`config.mk`:
```
export PLATFORM = sky130hd
export DESIGN_NAME = bit4_shift_register_slow
export DESIGN_NICKNAME = d
export VERILOG_FILES = /design/src/rtl/bit4_shift_register_slow.sv
export SDC_FILE = /design/constraint.sdc
export NUM_CORES = 1
export LEC_CHECK = 0
export ABC_CLOCK_PERIOD_IN_PS = 2450
export BUFFER_PORTS_ARGS = -buffer_cell sky130_fd_sc_hd__buf_4
export CAP_MARGIN = 30
export CELL_PAD_IN_SITES_DETAIL_PLACEMENT = 1
export CELL_PAD_IN_SITES_GLOBAL_PLACEMENT = 1
export CORE_ASPECT_RATIO = 0.7
export CORE_MARGIN = 2
export CORE_UTILIZATION = 35
export DETAILED_ROUTE_END_ITERATION = 8
export HOLD_SLACK_MARGIN = 0.12
export PLACE_DENSITY_LB_ADDON = 0.12
export SYNTH_ARGS = -nofsm -noshare
export SYNTH_HDL_FRONTEND = slang
export SYNTH_SLANG_ARGS = --single-unit
```
`constraint.sdc`:
```
create_clock -name clk -period 2.45 [get_ports clk]
set_input_delay 0.1225 -clock clk [delete_from_list [all_inputs] [get_ports clk]]
set_output_delay 0.1225 -clock clk [all_outputs]
set_load 0.02 [all_outputs]
```
`src/rtl/bit4_shift_register_slow.sv`:
```
// 4-bit serial-in shift register advanced by a divided slow clock.
// Fully synchronous to clk; clk2 is an observable output only.
module bit4_shift_register_slow #(
  parameter int unsigned DIV_HALF = 25_000_000
) (
  input  logic       clk,
  input  logic       clr,
  input  logic       data_in,
  output logic [3:0] q,
  output logic       clk2
);

  localparam logic [31:0] CNT_LAST = 32'(DIV_HALF - 1);

  logic [31:0] cnt_q;
  logic [31:0] cnt_d;
  logic        clk2_q;
  logic        clk2_d;
  logic [3:0]  q_q;
  logic [3:0]  q_d;
  logic        wrap;
  logic        shift_en;

  // Terminal count of the half-period divider.
  assign wrap = (cnt_q == CNT_LAST);

  // The shift fires only on the edge where clk2 goes 0 -> 1.
  assign shift_en = wrap & ~clk2_q;

  // Divider counter wraps at the end of each half-period.
  always_comb begin
    cnt_d = cnt_q + 32'd1;
    if (wrap) begin
      cnt_d = '0;
    end
  end

  // Slow clock flips together with the counter wrap.
  always_comb begin
    clk2_d = clk2_q;
    if (wrap) begin
      clk2_d = ~clk2_q;
    end
  end

  // Newest bit enters at q[0]; otherwise the register holds.
  always_comb begin
    q_d = q_q;
    if (shift_en) begin
      q_d = {q_q[2:0], data_in};
    end
  end

  // State update; clr discards any partial count or pattern.
  always_ff @(posedge clk or posedge clr) begin
    if (clr) begin
      cnt_q  <= '0;
      clk2_q <= 1'b0;
      q_q    <= 4'b0000;
    end else begin
      cnt_q  <= cnt_d;
      clk2_q <= clk2_d;
      q_q    <= q_d;
    end
  end

  assign q    = q_q;
  assign clk2 = clk2_q;

endmodule

```
==> metrics.txt, run 1 <==
RD Place Congestion 0.726; CTS tree done; Avg Vias per Cell 5.36; Synth cell types 38; ANT nets after route 0; post-DR wirelength/cell 16.5 um; drt total wl 4200 um; Final min period 1.99 ns; via count 1,368; Peak Freq 0.503 GHz; number of max-cap violations 0; GR Overflow Total 0; maximum net fanout on the critical path 6; PwrDens 516 nW/um^2; Worst-path clk slew 0.08 ns; syn nets 170; Final #Nets 186; synth cell count leaders dfrtp_1 (37), xnor2_1 (15), nand3_1 (12), nand4_1 (11), nor2_1 (11); Synth top area share 0.495; synthesized area per cell 11.3 um^2; die width 91.4 um; number of synthesized register bits 37; synthesized area 1870 um^2; Post-CTS Resized 0; site row count 22; CP required 2.62 ns; fin worst setup slack 0.461 ns; layout cells sized above 1 0.197; crit path launch type register; worst slew pin tran 0.808 ns; Post-synth EDFFs 0; Setup TNS 0 ns; First-pass DRT Iterations 5; fill count 573; count leader, synth dfrtp_1; post-synth top area cell dfrtp_1; Worst Skew 0.00535 ns; critical path class reg2reg; P_leak 0.936 nW; Hold Vio Cnt, Final 0; CTS sink cnt 37; Setup Viol. Count Final 0; fraction of registers with async set/reset 1.00; setup bufs post-CTS 0; VDD IR max 0.224 mV; die area 5950 um^2; RSZ-0062 raised after global routing false; first-pass GRT wire length 7360 um; Die H 65.1 um; cts bufs inserted 5; crit end category register; largest net degree at the start of global routing 23; Slew HR 0.457; Yosys warnings 0; IO Pins 8; # DRC 0; clock root cell clkbuf_8; core area 5200 um^2; Min-Delay Path Class in2async; outcome complete, no violations; number of port buffers 7; number of H-tree levels 2; top post-synthesis cells by area dfrtp_1 (50%), xnor2_1 (7.0%), nand4_1 (3.7%); clk buf depth 2; gr usage total 0.162; hpwl dp 2990 um; fin crit share 0.812; starting density of the core 0.359; DP Worst Slack 0.470 ns; ys flop type dfrtp_1; CP arrival 2.16 ns; Synth Instances 166; Slew Viols, Final 0; vias in the first global route 1,454; P&R area growth vs syn 14.5%; post-synthesis sequential area ratio 0.495; initial antenna violation count 0; Clock Latency Late Sink 0.29 ns; Antenna diodes 0; DR iter-0 viols 32
-- power breakdown --
group	leakage, nW	switching (mW)	internal, mW
clock network	0.0542	0.222	0.255
registers	0.503	0	0.610
logic	0.379	0.0131	0.00518
total	0.936	0.235	0.870
-- registers in the layout, indices dropped and copies added (netlist names) --
| name | count |
|---|---|
| q | 4 |
| cnt_q | 32 |
| clk2 | 1 |
-- metal layers --
metal | global-route usage | wire, um
met1 | 0.224 | 2090
met2 | 0.252 | 1970
met3 | 0.0390 | 110
met4 | 0.0511 | 40
met5 | 0 | 0
-- final timing paths --
check / from / endpoint / slack (ns) / cells after the start
max: cnt_q[11]$_DFF_PP0_ / cnt_q[27]$_DFF_PP0_ / 0.46 / 4
min: clr / cnt_q[31]$_DFF_PP0_ / 0.46 / 3
max reg2reg: cnt_q[11]$_DFF_PP0_ / cnt_q[27]$_DFF_PP0_ / 0.46 / 4
min reg2reg: cnt_q[0]$_DFF_PP0_ / cnt_q[0]$_DFF_PP0_ / 0.48 / 1
max in group asynchronous: clr / cnt_q[15]$_DFF_PP0_ / 1.25 / 4
min in group clk: cnt_q[0]$_DFF_PP0_ / cnt_q[0]$_DFF_PP0_ / 0.48 / 1
-- logic make-up after synthesis --
group,count (synthesis),share of synthesized area
compound gates,19,0.0663
xor+xnor,21,0.0984
fa+ha+maj,1,0.00669
buf+inv,8,0.0181
flops,37,0.495
mux,4,0.0241
simple gates,76,0.291
-- area by class of cell --
class	count	area [um^2]	area share
clock buffer	7	96.3	0.0450
clock inverter	1	5.00	0.00234
inverter	5	18.8	0.00877
multi-input combinational	121	910	0.425
sequential	37	926	0.432
tap	72	90.1	0.0421
timing repair buffer	12	95.1	0.0444
-- critical path, stage by stage (launching register included) --
cell     delay, ns
dfrtp_1       0.44
nand4_1       0.30
nor3_1        0.76
nand4_1       0.20
xnor2_1       0.16
-- cells in the final DEF (no fill, tap or decap), types with 2 or more instances in the layout --
cell           instances
a31o_2                 2
nand4_1               11
and4_1                 3
nand2_1                9
a21oi_1                8
nor3_1                 4
xor2_1                 6
nor4_4                 3
or3_1                  2
dfrtp_1               37
o21ai_0                4
and4_2                 2
nor2_1                11
xnor2_1               15
nand4b_4               2
a21bo_2                2
inv_1                  5
nand3b_1               4
nand3_1               12
mux2_1                 4
dlygate4sd3_1          2
buf_4                 10
and3_1                 2
clkbuf_8               7
-- stage by stage --
step,power [mW],cells,util,hold slack [ns],instance area [um^2]
after floorplan,0.631,166,-,0.257,1870
after detailed placement,0.639,245,0.388,0.234,2020
final,1.10,255,0.411,0.463,2140
after global placement,0.639,245,0.388,0.234,2020
after CTS,1.12,255,0.411,0.484,2140
after global routing,1.16,255,0.411,0.523,2140
-- timing repair --
item / CTS / global route
setup endpoints to repair: 0 / 0
endpoints found under the hold margin: 16 / 0
hold buffers: 2 / 0
(Power assumes the default switching activity.)
==> run 2, diff against run 1 <==
Settings changed: ABC_CLOCK_PERIOD_IN_PS 2450 to 2000.
Clock period 2.45 ns to 2 ns, I/O delays scaled along.
==> run 2 against run 1 <==
Worst setup slack got worse by 0.34 ns. First-iteration DRC count rose by 140%. Sequential share of layout area shrank 0.38 points. Worst hold slack improved by 0.020 ns. Clock skew up 0.00080 ns. Cell count increased by 2.0%. Clock power increased by 6.1%. Highest routed layer unchanged.
==> metrics.txt, run 2 (same netlist as run 1, synthesis figures left out) <==
outcome complete, no violations; site row count 22; Avg Vias per Cell 5.27; commonest non-fill, non-tap cell in the layout dfrtp_1; P_leak 0.952 nW; crit path launch type register; Min-Delay Path Class in2async; post-DR wirelength/cell 15.6 um; Hold Vio Cnt, Final 0; Peak Freq 0.531 GHz; Die H 65.1 um; clk buf depth 2; number of max-cap violations 0; clock root cell clkbuf_8; gr usage total 0.159; crit end category register; critical path class reg2reg; P&R area growth vs syn 15.5%; first-pass GRT wire length 7390 um; vias in the first global route 1,475; Slew HR 0.610; hpwl dp 2930 um; fin crit share 0.942; RSZ-0062 raised after global routing false; PwrDens 590 nW/um^2; via count 1,371; initial antenna violation count 0; Antenna diodes 0; CP arrival 2.05 ns; die width 91.4 um; largest net degree at the start of global routing 38; VDD IR max 0.256 mV; # DRC 0; CP required 2.17 ns; fin worst setup slack 0.117 ns; die area 5950 um^2; Worst-path clk slew 0.07 ns; Slew Viols, Final 0; core area 5200 um^2; RD Place Congestion 0.732; GR Overflow Total 0; Setup Viol. Count Final 0; number of H-tree levels 2; fill count 560; IO Pins 8; layout cells sized above 1 0.213; maximum net fanout on the critical path 5; ANT nets after route 0; First-pass DRT Iterations 4; starting density of the core 0.359; Final #Nets 191; Final min period 1.88 ns; Clock Latency Late Sink 0.29 ns; worst slew pin tran 0.581 ns; Reg with most FFs cnt_q; drt total wl 4050 um; Setup TNS 0 ns; CTS tree done; max reg flops 32; Worst Skew 0.00616 ns; R2R Setup Slk 0.12 ns; CTS sink cnt 37; commonest non-fill, non-tap cells in the layout dfrtp_1 (37), xnor2_1 (15), buf_4 (15), nand3_1 (12); cts bufs inserted 5; DR iter-0 viols 76; DP Worst Slack 0.132 ns; number of port buffers 7
run 2: power by group:
part           switching, mW  internal, mW  leakage, nW
Clock                  0.263         0.242       0.0450
Sequential                 0         0.748        0.503
Combinational         0.0154       0.00641        0.404
run 2: final timing paths:
| path | to | cells past startpoint | startpoint |
|---|---|---|---|
| worst max-delay path | q[0]$_DFFE_PP0P_ | 4 | cnt_q[9]$_DFF_PP0_ |
| min in group clk | cnt_q[0]$_DFF_PP0_ | 1 | cnt_q[0]$_DFF_PP0_ |
| worst min-delay path | cnt_q[30]$_DFF_PP0_ | 4 | clr |
| worst min register to register | cnt_q[0]$_DFF_PP0_ | 1 | cnt_q[0]$_DFF_PP0_ |
| max in group asynchronous | cnt_q[1]$_DFF_PP0_ | 4 | clr |
| worst max register to register | q[0]$_DFFE_PP0P_ | 4 | cnt_q[9]$_DFF_PP0_ |
run 2: timing repair:
action / CTS / global route
setup buffers: 0 / 0
gates resized for setup: 0 / 0
endpoints found under the hold margin: 38 / 0
endpoints found under the setup margin: 0 / 1
hold buffers: 2 / 0
run 2: layout make-up:
cell class                      count  area [um^2]  share of cell area
Sequential cell                    37          926               0.429
Multi-Input combinational cell    121          910               0.421
Timing Repair Buffer               17          133              0.0614
Tap cell                           72         90.1              0.0417
Clock buffer                        6         72.6              0.0336
Inverter                            5         18.8             0.00869
Clock inverter                      2         10.0             0.00463
run 2: per-stage QoR:
stage                util  power [mW]  std cells  hold slack [ns]  instance area, um^2
floorplan               -       0.773        166            0.235                 1870
global placement    0.395       0.782        250            0.245                 2060
detailed placement  0.395       0.783        250            0.255                 2060
CTS                 0.415        1.30        260            0.491                 2160
global route        0.415        1.34        260            0.539                 2160
finish              0.415        1.27        260            0.483                 2160
run 2: critical path, cell delays in order, from the launching register on:
cell	delay (ns)
dfrtp_1	0.45
nor4_2	0.40
nand4b_4	0.19
nor4_4	0.36
mux2_1	0.37
run 2: layer usage:
layer / vias up / track usage / routed length [um]
li1: 649 / - / -
met1: 702 / 0.211 / 2030
met2: 18 / 0.256 / 1840
met3: 2 / 0.0424 / 144
met4: 0 / 0.0473 / 27
met5: - / 0 / 0
